File: config.mk
export PLATFORM = sky130hd
export DESIGN_NAME = affine_pipe
export DESIGN_NICKNAME = d
export VERILOG_FILES = /design/src/rtl/affine_pipe.sv
export SDC_FILE = /design/constraint.sdc
export NUM_CORES = 1
export LEC_CHECK = 0
export ABC_AREA = 1
export CORE_MARGIN = 5
export CORE_UTILIZATION = 45
export DETAILED_ROUTE_END_ITERATION = 7
export GPL_TIMING_DRIVEN = 0
export PLACE_DENSITY = 0.72
export SLEW_MARGIN = 40
export SYNTH_ARGS = -nofsm -noshare
export SYNTH_HDL_FRONTEND = slang
export SYNTH_SLANG_ARGS = --single-unit
File: constraint.sdc
create_clock -name clk -period 2.7 [get_ports clk]
set_input_delay 0.54 -clock clk [delete_from_list [all_inputs] [get_ports clk]]
set_output_delay 0.54 -clock clk [all_outputs]
set_load 0.02 [all_outputs]
File: src/rtl/affine_pipe.sv
`default_nettype none
// ============================================================================
//  Module      : affine_pipe
//  Description : 4-stage signed affine pipeline with ready/valid handshake.
//                Y = red((red(red(X*A) + B)) * C + D), where red() either
//                clamps (SAT=1) or wraps (SAT=0) to WIDTH bits. A per-sample
//                overflow flag records whether any reduction changed a value.
//  Revision    : 1.0  initial release
// ============================================================================
module affine_pipe #(
    parameter int WIDTH = 16,
    parameter int A     = 3,
    parameter int B     = 5,
    parameter int C     = 2,
    parameter int D     = 7,
    parameter int SAT   = 1
) (
    input  logic                    clk,
    input  logic                    rst,
    input  logic                    in_valid,
    output logic                    in_ready,
    input  logic signed [WIDTH-1:0] X,
    output logic                    out_valid,
    input  logic                    out_ready,
    output logic signed [WIDTH-1:0] Y,
    output logic                    ovf
);

    // Every intermediate is carried at 2*WIDTH+1 bits: wide enough for the
    // full product plus one carry bit from the following addend.
    localparam int c_ext_w = 2 * WIDTH + 1;

    localparam logic signed [c_ext_w-1:0] c_a_ext = c_ext_w'(A);
    localparam logic signed [c_ext_w-1:0] c_b_ext = c_ext_w'(B);
    localparam logic signed [c_ext_w-1:0] c_c_ext = c_ext_w'(C);
    localparam logic signed [c_ext_w-1:0] c_d_ext = c_ext_w'(D);
    localparam logic signed [c_ext_w-1:0] c_max_val =
        {{(WIDTH + 2){1'b0}}, {(WIDTH - 1){1'b1}}};
    localparam logic signed [c_ext_w-1:0] c_min_val =
        {{(WIDTH + 2){1'b1}}, {(WIDTH - 1){1'b0}}};

    // Reduce a wide value to WIDTH bits; MSB of the result is "value changed".
    function automatic logic [WIDTH:0] f_reduce(input logic signed [c_ext_w-1:0] v);
        logic signed [WIDTH-1:0] r;
        logic                    chg;
        r   = v[WIDTH-1:0];
        chg = 1'b0;
        if (SAT != 0) begin
            if (v > c_max_val) begin
                r   = c_max_val[WIDTH-1:0];
                chg = 1'b1;
            end else if (v < c_min_val) begin
                r   = c_min_val[WIDTH-1:0];
                chg = 1'b1;
            end
        end else begin
            chg = ({{(WIDTH + 1){r[WIDTH-1]}}, r} != v);
        end
        return {chg, r};
    endfunction

    // Stage registers, index 1..4 (stage 4 drives the outputs)
    logic [4:1]              v_q, v_d;
    logic [4:1]              o_q, o_d;
    logic signed [WIDTH-1:0] d_q [1:4];
    logic signed [WIDTH-1:0] d_d [1:4];

    // Per-stage combinational inputs
    logic [4:1]              w_vin;
    logic [4:1]              w_ovf;
    logic signed [WIDTH-1:0] w_val [1:4];
    logic [4:1]              w_rdy;
    logic                    w_rdy1, w_rdy2, w_rdy3, w_rdy4;

    logic signed [c_ext_w-1:0] w_s1_full, w_s2_full, w_s3_full;
    logic signed [c_ext_w-1:0] w_x_ext, w_d1_ext, w_d2_ext;
    logic [WIDTH:0]            w_s1_red, w_s2_red, w_s3_red;

    // Ready ripples back from the consumer; a stage is free if empty or draining
    always_comb begin
        w_rdy4 = !v_q[4] || out_ready;
        w_rdy3 = !v_q[3] || w_rdy4;
        w_rdy2 = !v_q[2] || w_rdy3;
        w_rdy1 = !v_q[1] || w_rdy2;
        w_rdy  = {w_rdy4, w_rdy3, w_rdy2, w_rdy1};
    end

    // Arithmetic for each stage, computed from the previous stage's register
    always_comb begin
        w_x_ext   = {{(WIDTH + 1){X[WIDTH-1]}}, X};
        w_d1_ext  = {{(WIDTH + 1){d_q[1][WIDTH-1]}}, d_q[1]};
        w_d2_ext  = {{(WIDTH + 1){d_q[2][WIDTH-1]}}, d_q[2]};
        w_s1_full = w_x_ext * c_a_ext;
        w_s2_full = w_d1_ext + c_b_ext;
        w_s3_full = w_d2_ext * c_c_ext + c_d_ext;
        w_s1_red  = f_reduce(w_s1_full);
        w_s2_red  = f_reduce(w_s2_full);
        w_s3_red  = f_reduce(w_s3_full);

        w_vin    = {v_q[3], v_q[2], v_q[1], in_valid};
        w_val[1] = w_s1_red[WIDTH-1:0];
        w_val[2] = w_s2_red[WIDTH-1:0];
        w_val[3] = w_s3_red[WIDTH-1:0];
        w_val[4] = d_q[3];
        w_ovf[1] = w_s1_red[WIDTH];
        w_ovf[2] = o_q[1] | w_s2_red[WIDTH];
        w_ovf[3] = o_q[2] | w_s3_red[WIDTH];
        w_ovf[4] = o_q[3];
    end

    // Next-state: a ready stage takes the upstream valid; data only moves with a valid
    always_comb begin
        v_d = v_q;
        o_d = o_q;
        d_d = d_q;
        for (int k = 1; k <= 4; k++) begin
            if (w_rdy[k]) begin
                v_d[k] = w_vin[k];
                if (w_vin[k]) begin
                    d_d[k] = w_val[k];
                    o_d[k] = w_ovf[k];
                end
            end
        end
    end

    // Stage registers; reset discards everything in flight
    always_ff @(posedge clk) begin
        if (rst) begin
            v_q <= '0;
            o_q <= '0;
            for (int k = 1; k <= 4; k++) begin
                d_q[k] <= '0;
            end
        end else begin
            v_q <= v_d;
            o_q <= o_d;
            d_q <= d_d;
        end
    end

    assign in_ready  = w_rdy1;
    assign out_valid = v_q[4];
    assign Y         = d_q[4];
    assign ovf       = o_q[4];

endmodule
`default_nettype wire

==> results of run 1 <==
==> logic make-up after synthesis <==
group,after synthesis
compound gates,143
xor+xnor,12
fa+ha+maj,36
buf+inv,150
flops,72
simple gates,395
==> worst max-delay path by stage <==
stage	endpoint	slack (ns)	cells past startpoint
floorplan	d_q[59]	0.03	17
global placement	d_q[48]	-0.79	19
detailed placement	d_q[48]	-0.86	19
CTS	d_q[51]	-0.01	16
global route	d_q[54]	-0.001	16
finish	d_q[51]	0.14	16
==> power by group through the flow <==
stage	Combinational [mW]	Clock (mW)	Sequential [mW]
after floorplan	0.579	0	1.20
after global placement	0.748	0	1.21
after detailed placement	0.758	0	1.22
after CTS	0.903	1.19	1.19
after global routing	1.08	1.24	1.20
final	0.965	1.19	1.19
==> worst register-to-register path, cell delays in order (launching register included) <==
cell and delay, ns:
dfxtp_1 0.46, ha_1 0.28, nor2_1 0.07, nor2_2 0.20, nand3_2 0.15, nor2_2 0.14, xor2_1 0.20, nor2_1 0.08
nand3_2 0.08, nand2_4 0.07, a21oi_4 0.30, a21oi_2 0.09
==> Yosys cell counts (all sizes together) <==
| cell | number |
|---|---|
| a21oi | 84 |
| a22oi | 7 |
| and2 | 1 |
| nand3 | 60 |
| o22ai | 1 |
| ha | 35 |
| nand4 | 12 |
| buf | 21 |
| fa | 1 |
| dlygate4sd3 | 1 |
| nand2 | 206 |
| a31oi | 2 |
| dfxtp | 72 |
| clkinv | 1 |
| and3 | 1 |
| clkbuf | 13 |
| or2 | 2 |
| nor2 | 106 |
| o21bai | 1 |
| xnor2 | 2 |
| nor3 | 7 |
| xor2 | 10 |
| inv | 114 |
| o21ai | 48 |
==> registers in the layout, indices dropped and copies added, names as in the netlist <==
signal  cells
d_q        48
Y          16
o_q         4
v_q         4
==> area by class of cell <==
| cell class | count | area [um^2] | share of cell area, % |
|---|---|---|---|
| multi-input cells | 586 | 3770 | 55.0 |
| flip-flops and latches | 72 | 1440 | 21.0 |
| repair buffers | 52 | 480 | 7.00 |
| inverters | 115 | 432 | 6.29 |
| plain buffers | 35 | 254 | 3.70 |
| clock buffers | 10 | 229 | 3.34 |
| well taps | 147 | 184 | 2.68 |
| clock inverters | 6 | 67.6 | 0.985 |
==> what timing repair did <==
item	CTS	global route
buffers inserted	10	2
gates cloned	2	0
resized for setup	74	38
pin swaps	36	17
hold endpoints to repair	0	0
setup endpoints to repair	18	16
==> through the flow <==
stage | instance area [um^2] | std cells | utilization, % | hold WS (ns)
final | 6860 | 1023 | 57.8 | 0.478
after global routing | 6860 | 1023 | 57.8 | 0.510
after CTS | 6670 | 1021 | 56.2 | 0.481
after detailed placement | 5950 | 993 | 50.2 | 0.473
after global placement | 5950 | 993 | 50.2 | 0.465
after floorplan | 5390 | 808 | - | 0.450
==> layer usage <==
metal  vias up  routed length, um  part of all wire [%]  GRT usage (%)
li1       2712                  -                     -              -
met1      2396               5950                    45           22.7
met2        68               6560                    50           32.6
met3        30                303                   2.3           2.14
met4         0                307                   2.3           7.09
met5         -                  0                     0              0
==> impl_summary.txt, run 1 <==
----------------------------------------------------
[Status]
  Outcome ... finished clean

[Pwr]
  Clock power frac ... 35.5%
  Internal power of the cells ... 2.25 mW
  Fraction of power spent switching nets ... 32.7%
  Total power divided by cell area ... 488 nW/um^2
  Total power of the final layout ... 3.35 mW
  Switching power of the nets ... 1.10 mW
  Proportion of power drawn by combinational gates ... 28.8%
  Flop pwr share ... 35.7%
  Peak ir drop on the vdd network ... 0.393 mV
  P_leak ... 3.10 nW

[Timing]
  Number of hold violations in the final report ... 0
  Total of endpoints with negative setup slack in the final report ... 0
  Ratio of final minimum period to clock period ... 94.8%
  Worst-margin pin slew ... 0.679 ns
  Final Slew Violations ... 0
  Setup tns final ... 0 ns
  Setup skew after layout ... 0.0110 ns
  Headroom to the max-slew limit ... 54.6%
  Post-route minimum period ... 2.56 ns
  Max Fclk ... 0.391 GHz
  Setup ws final ... 0.141 ns

[Clock tree]
  Clock buffer count from CTS ... 9
  CTS clock-pin slew for the worst setup and hold paths ... 0.06 ns
  CTS max path bufs ... 2
  TritonCTS Sinks ... 72
  Clock tree from TritonCTS ... done
  Number of buffers added to fix hold violations after cts ... 0
  Clock root buffer ... clkbuf_16
  H-tree levels ... 3
  Clock insertion delay at the later pin of the skew report ... 0.34 ns

[Floorplanning]
  Die width ... 119 um
  Area of the placeable core ... 11,900 um^2
  Boundary Pins ... 39
  Number of placement rows ... 40
  Vertical die dimension ... 119 um
  Total Die Area ... 14,200 um^2
  Initial Utilization ... 45.3%

[Synthesis]
  Mean Syn Cell Area ... 6.65 um^2
  Fraction of the mapped netlist area in compound gates ... 15.6%
  Dominant combinational cell family by area after synthesis ... simple AND/OR/NAND/NOR gates
  Adder-cell area share of the yosys netlist ... 8.52%
  Mux cell area share after synthesis ... 0%
  Simple-gate share of the synthesized area ... 34.1%
  Top-area cell type share of the netlist area ... 26.8%
  Number of distinct standard cells referenced by the synthesized netlist ... 42
  Xor and xnor fraction of the mapped netlist area ... 2.23%
  Cell count after synthesis ... 808
  YS warnings ... 0
  Post-synthesis sequential area ratio ... 26.8%
  Dominant cell type by area after synthesis ... dfxtp_1
  Net Count, Synth ... 864
  Largest cells by area after synthesis ... dfxtp_1, nand2_1, ha_1
  Seq cells post-synth ... 72
  Post-synthesis cell area ... 5380 um^2

[Setup path]
  Crit Reg-Reg Startpoint ... d_q[48]
  Depth of the worst register-to-register path ... 11
  Worst setup slack for register-to-register paths ... 0.44 ns
  Worst path most repeated cell ... nand2_1
  Endpoint required time on the critical path ... 2.96 ns
  R2R Path End ... d_q[34]
  Endpoint class of the critical path ... flip-flop
  Data arrival time at the worst-slack endpoint ... 2.82 ns
  Worst-path fanout max ... 7
  Critical path class ... in2reg
  Setup crit start kind ... input pin
  Top Family by Delay on Critical Path ... simple AND/OR/NAND/NOR gates
  Sum of buffers and inverters on the critical path ... 3
  Crit path launch ... X[10]
  Max stage delay on crit path ... 0.34 ns
  Library cell contributing the largest single delay on the critical path ... ha_1
  Series of cell instances along the critical path ... dlygate4sd2_1 -> ha_1 -> ha_4 -> nand2_2 -> inv_2 -> nand3_2 -> nor3_2 -> nand2_1 -> nand2_1 -> nand2_1 -> nand2_1 -> nand3_2 -> nand2_4 -> buf_6 -> nand2_2 -> a31oi_4

[GRT]
  Total grt overflow ... 0
  Via count of the first global-routing pass ... 4,913
  Antenna violations before repair ... 0
  Largest net degree at the start of global routing ... 14
  Global-route usage over all layers ... 18.4%
  Global-route wire length before repair ... 21,900 um

[Finish]
  Final nets ... 927
  Most common cell after layout, fill and taps aside ... nand2_1
  Number of inserted filler cells in the final layout ... 1,065
  Commonest cells after routing, fill and taps aside ... nand2_1, inv_1, nor2_1, dfxtp_1, a21oi_1
  Area added between synthesis and finish ... 27.6%
  Antenna Diode Count ... 0
  Ratio of cells with drive above 1 in the final layout ... 23.6%

[Placement]
  Post-Place Setup Slack ... -0.857 ns
  Final weighted congestion of routability-driven global placement ... 0.890
  Count of input and output buffers ... 38
  Detailed placement HPWL ... 9850 um

[Routing]
  Post-detailed-route via-to-cell ratio ... 5.09
  DRC violation total after the first TritonRoute iteration ... 253
  Total wire length after detailed routing ... 13,100 um
  Vias after detailed routing ... 5,206
  Number of antenna-violating nets in the routed design ... 0
  Remaining design rule violation count ... 0
  Post-detailed-route wirelength per cell ... 12.8 um
  DR pass1 iterations ... 4

[Worst hold path]
  Tightest Hold Check Type ... reg2reg
  Worst min-delay path endpoint ... v_q[2]
  Hold path start ... v_q[1]
  Number of instances on the worst hold path ... 2

[Job]
  Max cap viols ... 0

----------------------------------------------------
Note: power is estimated with default switching activity, not from simulation.
==> run 2, diff against run 1 <==
--- a/config.mk
+++ b/config.mk
@@ -6,7 +6,7 @@
 export NUM_CORES = 1
 export LEC_CHECK = 0
 export ABC_AREA = 1
-export CORE_MARGIN = 5
+export CAP_MARGIN = 20
 export CORE_UTILIZATION = 45
 export DETAILED_ROUTE_END_ITERATION = 7
 export GPL_TIMING_DRIVEN = 0
==> run 2 against run 1 <==
- register-to-register slack improved by 0.03 ns
- critical path depth fell by 2
- largest power group is now clock
- non-clock buffer count fell by 1
- global-route usage rose by 3.4 points
- critical endpoint is now d_q[53]
- total power rose by 1.0%
- first-iteration DRC count fell by 5.9%
- design area fell by 0.33%
==> impl_summary.txt, run 2 (synthesis gave the netlist of run 1 again) <==
----------------------------------------------------
[Worst hold path]
  Tightest Hold Check Type ... reg2reg
  Number of instances on the worst hold path ... 2 (unchanged)

[Setup path]
  Series of cell instances along the critical path ... dlygate4sd2_1 -> ha_4 -> ha_4 -> nand2_1 -> nor2_4 -> and3_4 -> nand2_4 -> nand2_4 -> nand2_4 -> xor2_4 -> nand2_4 -> buf_4 -> a21oi_2 -> a21oi_2
  Depth of the worst register-to-register path ... 16 (+5)
  Data arrival time at the worst-slack endpoint ... 2.80 ns (-0.02 ns)
  Endpoint required time on the critical path ... 2.92 ns (-0.04 ns)
  Max stage delay on crit path ... 0.30 ns (-0.04 ns)
  Setup crit start kind ... input pin
  Library cell contributing the largest single delay on the critical path ... dlygate4sd2_1
  Crit path depth ... 14 (-2)
  Endpoint class of the critical path ... flip-flop
  Sum of buffers and inverters on the critical path ... 2 (-1)
  Worst-path fanout max ... 6 (-1)
  Critical path class ... in2reg
  Worst path most repeated cell ... nand2_4
  Top Family by Delay on Critical Path ... simple AND/OR/NAND/NOR gates

[Clock tree]
  Clock buffer count from CTS ... 9 (unchanged)
  CTS max path bufs ... 2 (unchanged)
  TritonCTS Sinks ... 72 (unchanged)
  Clock tree from TritonCTS ... done
  Clock root buffer ... clkbuf_16
  H-tree levels ... 3 (unchanged)
  CTS clock-pin slew for the worst setup and hold paths ... 0.06 ns (about the same)
  Clock insertion delay at the later pin of the skew report ... 0.34 ns (about the same)

[Finish]
  Final instance count without filler cells ... 1,018 (-0.49%)
  Area added between synthesis and finish ... 27.2%
  Final non-filler cell area ... 6840 um^2 (-0.33%)
  Most common cell after layout, fill and taps aside ... nand2_1
  Number of inserted filler cells in the final layout ... 1,052 (-1.2%)
  Antenna Diode Count ... 0 (unchanged)
  Area occupied by registers ... 1440 um^2 (unchanged)
  Final nets ... 926 (-0.11%)
  Max FFs per register ... 48 (unchanged)
  Register ranked first by flip-flop count ... d_q
  Area used by multi-input combinational logic ... 3750 um^2 (-0.56%)
  Commonest cells after routing, fill and taps aside ... nand2_1, inv_1, nor2_1, dfxtp_1, nand3_1
  Ratio of cells with drive above 1 in the final layout ... 23.2% (-0.43 points)

[Floorplanning]
  Total Die Area ... 12,400 um^2 (-13%)
  Initial Utilization ... 46.7% (+1.4 points)
  Area of the placeable core ... 11,500 um^2 (-2.9%)
  Die width ... 111 um (-6.7%)
  Number of placement rows ... 39 (-2.5%)
  Boundary Pins ... 39 (unchanged)
  Vertical die dimension ... 111 um (-6.7%)

[Placement]
  Detailed placement HPWL ... 9420 um (-4.4%)
  Post-Place Setup Slack ... -0.794 ns (+0.0624 ns)
  Final weighted congestion of routability-driven global placement ... 0.843 (-5.3%)
  Post-detailed-placement cell area ... 5950 um^2 (about the same)
  Count of input and output buffers ... 38 (unchanged)
  Number of instances in the placed design ... 989 (-0.40%)

[GRT]
  Antenna violations before repair ... 0 (unchanged)
  Via count of the first global-routing pass ... 4,943 (+0.61%)
  Total grt overflow ... 0 (unchanged)
  Global-route wire length before repair ... 22,300 um (+1.5%)
  Largest net degree at the start of global routing ... 15 (+1)
  Global-route usage over all layers ... 21.8% (+3.4 points)

[Timing]
  Worst-margin pin slew ... 0.663 ns (-0.0165 ns)
  Ratio of final minimum period to clock period ... 95.6% (+0.86 points)
  Post-route minimum period ... 2.58 ns (+0.0233 ns)
  Number of hold violations in the final report ... 0 (unchanged)
  Final Slew Violations ... 0 (unchanged)
  Total of endpoints with negative setup slack in the final report ... 0 (unchanged)
  Headroom to the max-slew limit ... 55.7% (+1.1 points)
  Max Fclk ... 0.387 GHz (-0.90%)
  Setup tns final ... 0 ns (unchanged)
  Setup skew after layout ... 0.00870 ns (-0.00226 ns)
  Setup ws final ... 0.118 ns (-0.0233 ns)

[Routing]
  DRC violation total after the first TritonRoute iteration ... 238 (-5.9%)
  Post-detailed-route via-to-cell ratio ... 5.11 (+0.39%)
  Total wire length after detailed routing ... 12,700 um (-2.8%)
  Remaining design rule violation count ... 0 (unchanged)
  Vias after detailed routing ... 5,201 (-0.096%)
  Number of antenna-violating nets in the routed design ... 0 (unchanged)
  Post-detailed-route wirelength per cell ... 12.5 um (-2.4%)
  DR pass1 iterations ... 4 (unchanged)

[Pwr]
  Total power divided by cell area ... 495 nW/um^2 (+1.4%)
  Switching power of the nets ... 1.12 mW (+2.1%)
  Internal power of the cells ... 2.26 mW (+0.55%)
  Peak ir drop on the vdd network ... 0.261 mV (-34%)
  Flop pwr share ... 35.3% (-0.4 points)
  Proportion of power drawn by combinational gates ... 28.7% (about the same)
  Clock power frac ... 36.0% (+0.5 points)
  Fraction of power spent switching nets ... 33.1% (+0.33 points)
  P_leak ... 3.10 nW (-0.12%)

[Job]
  Max cap viols ... 0 (unchanged)

[Status]
  Outcome ... finished clean

----------------------------------------------------
[run 2: cell count changes in the layout (fill, tap and decap cells not counted), moves of 2 or more]
cell,change
buf_6,+2
a21oi_2,+5
buf_4,-3
inv_6,+2
nor2_2,-3
nor2_1,+3
inv_2,-2
inv_1,+2
a21oi_1,-5
[run 2: layout make-up]
class	count	share of cell area (%)
buffer	35	3.71
clock buffer	9	3.29
clock inverter	7	1.13
inverter	115	6.31
multi-input combinational	586	54.9
sequential	72	21.1
tap	143	2.62
timing repair buffer	51	6.99
[run 2: worst paths after layout]
kind                              start       to  slack (ns)
worst min register to register   v_q[2]   v_q[3]        0.48
worst min-delay path             v_q[2]   v_q[3]        0.48
worst max register to register  d_q[32]  d_q[29]        0.47
worst max-delay path              X[13]  d_q[53]        0.12
[run 2: worst min-delay path: stages (launching register included)]
cell and delay (ns):
dfxtp_1 0.31, inv_1 0.06, a21oi_1 0.06
[run 2: what timing repair did]
action                     CTS  global route
setup endpoints to repair   18            16
buffers inserted            11             0
gates cloned                 2             0
pin swaps                   16            21
hold buffers                 0             0
gates resized for setup     66            43
[run 2: through the flow]
step                total power, mW  hold slack, ns  util [%]
detailed placement             1.97           0.470      51.7
CTS                            3.32           0.480      57.8
finish                         3.38           0.477      59.4
global route                   3.56           0.500      59.4
floorplan                      1.78           0.450         -
global placement               1.96           0.464      51.7
[run 2: power groups by stage]
stage               Sequential (mW)  Combinational (mW)  Clock [mW]
floorplan                      1.20               0.579           0
global placement               1.21               0.748           0
detailed placement             1.22               0.754           0
CTS                            1.19               0.902        1.23
global route                   1.20                1.08        1.28
finish                         1.19               0.970        1.22
[run 2: routing by layer]
layer  wire, um  vias up  track usage (%)
met5          0        -                0
met4        262        0             7.21
met3        330       21             3.39
met2       6240       77             38.0
met1       5910     2394             27.2
li1           -     2709                -
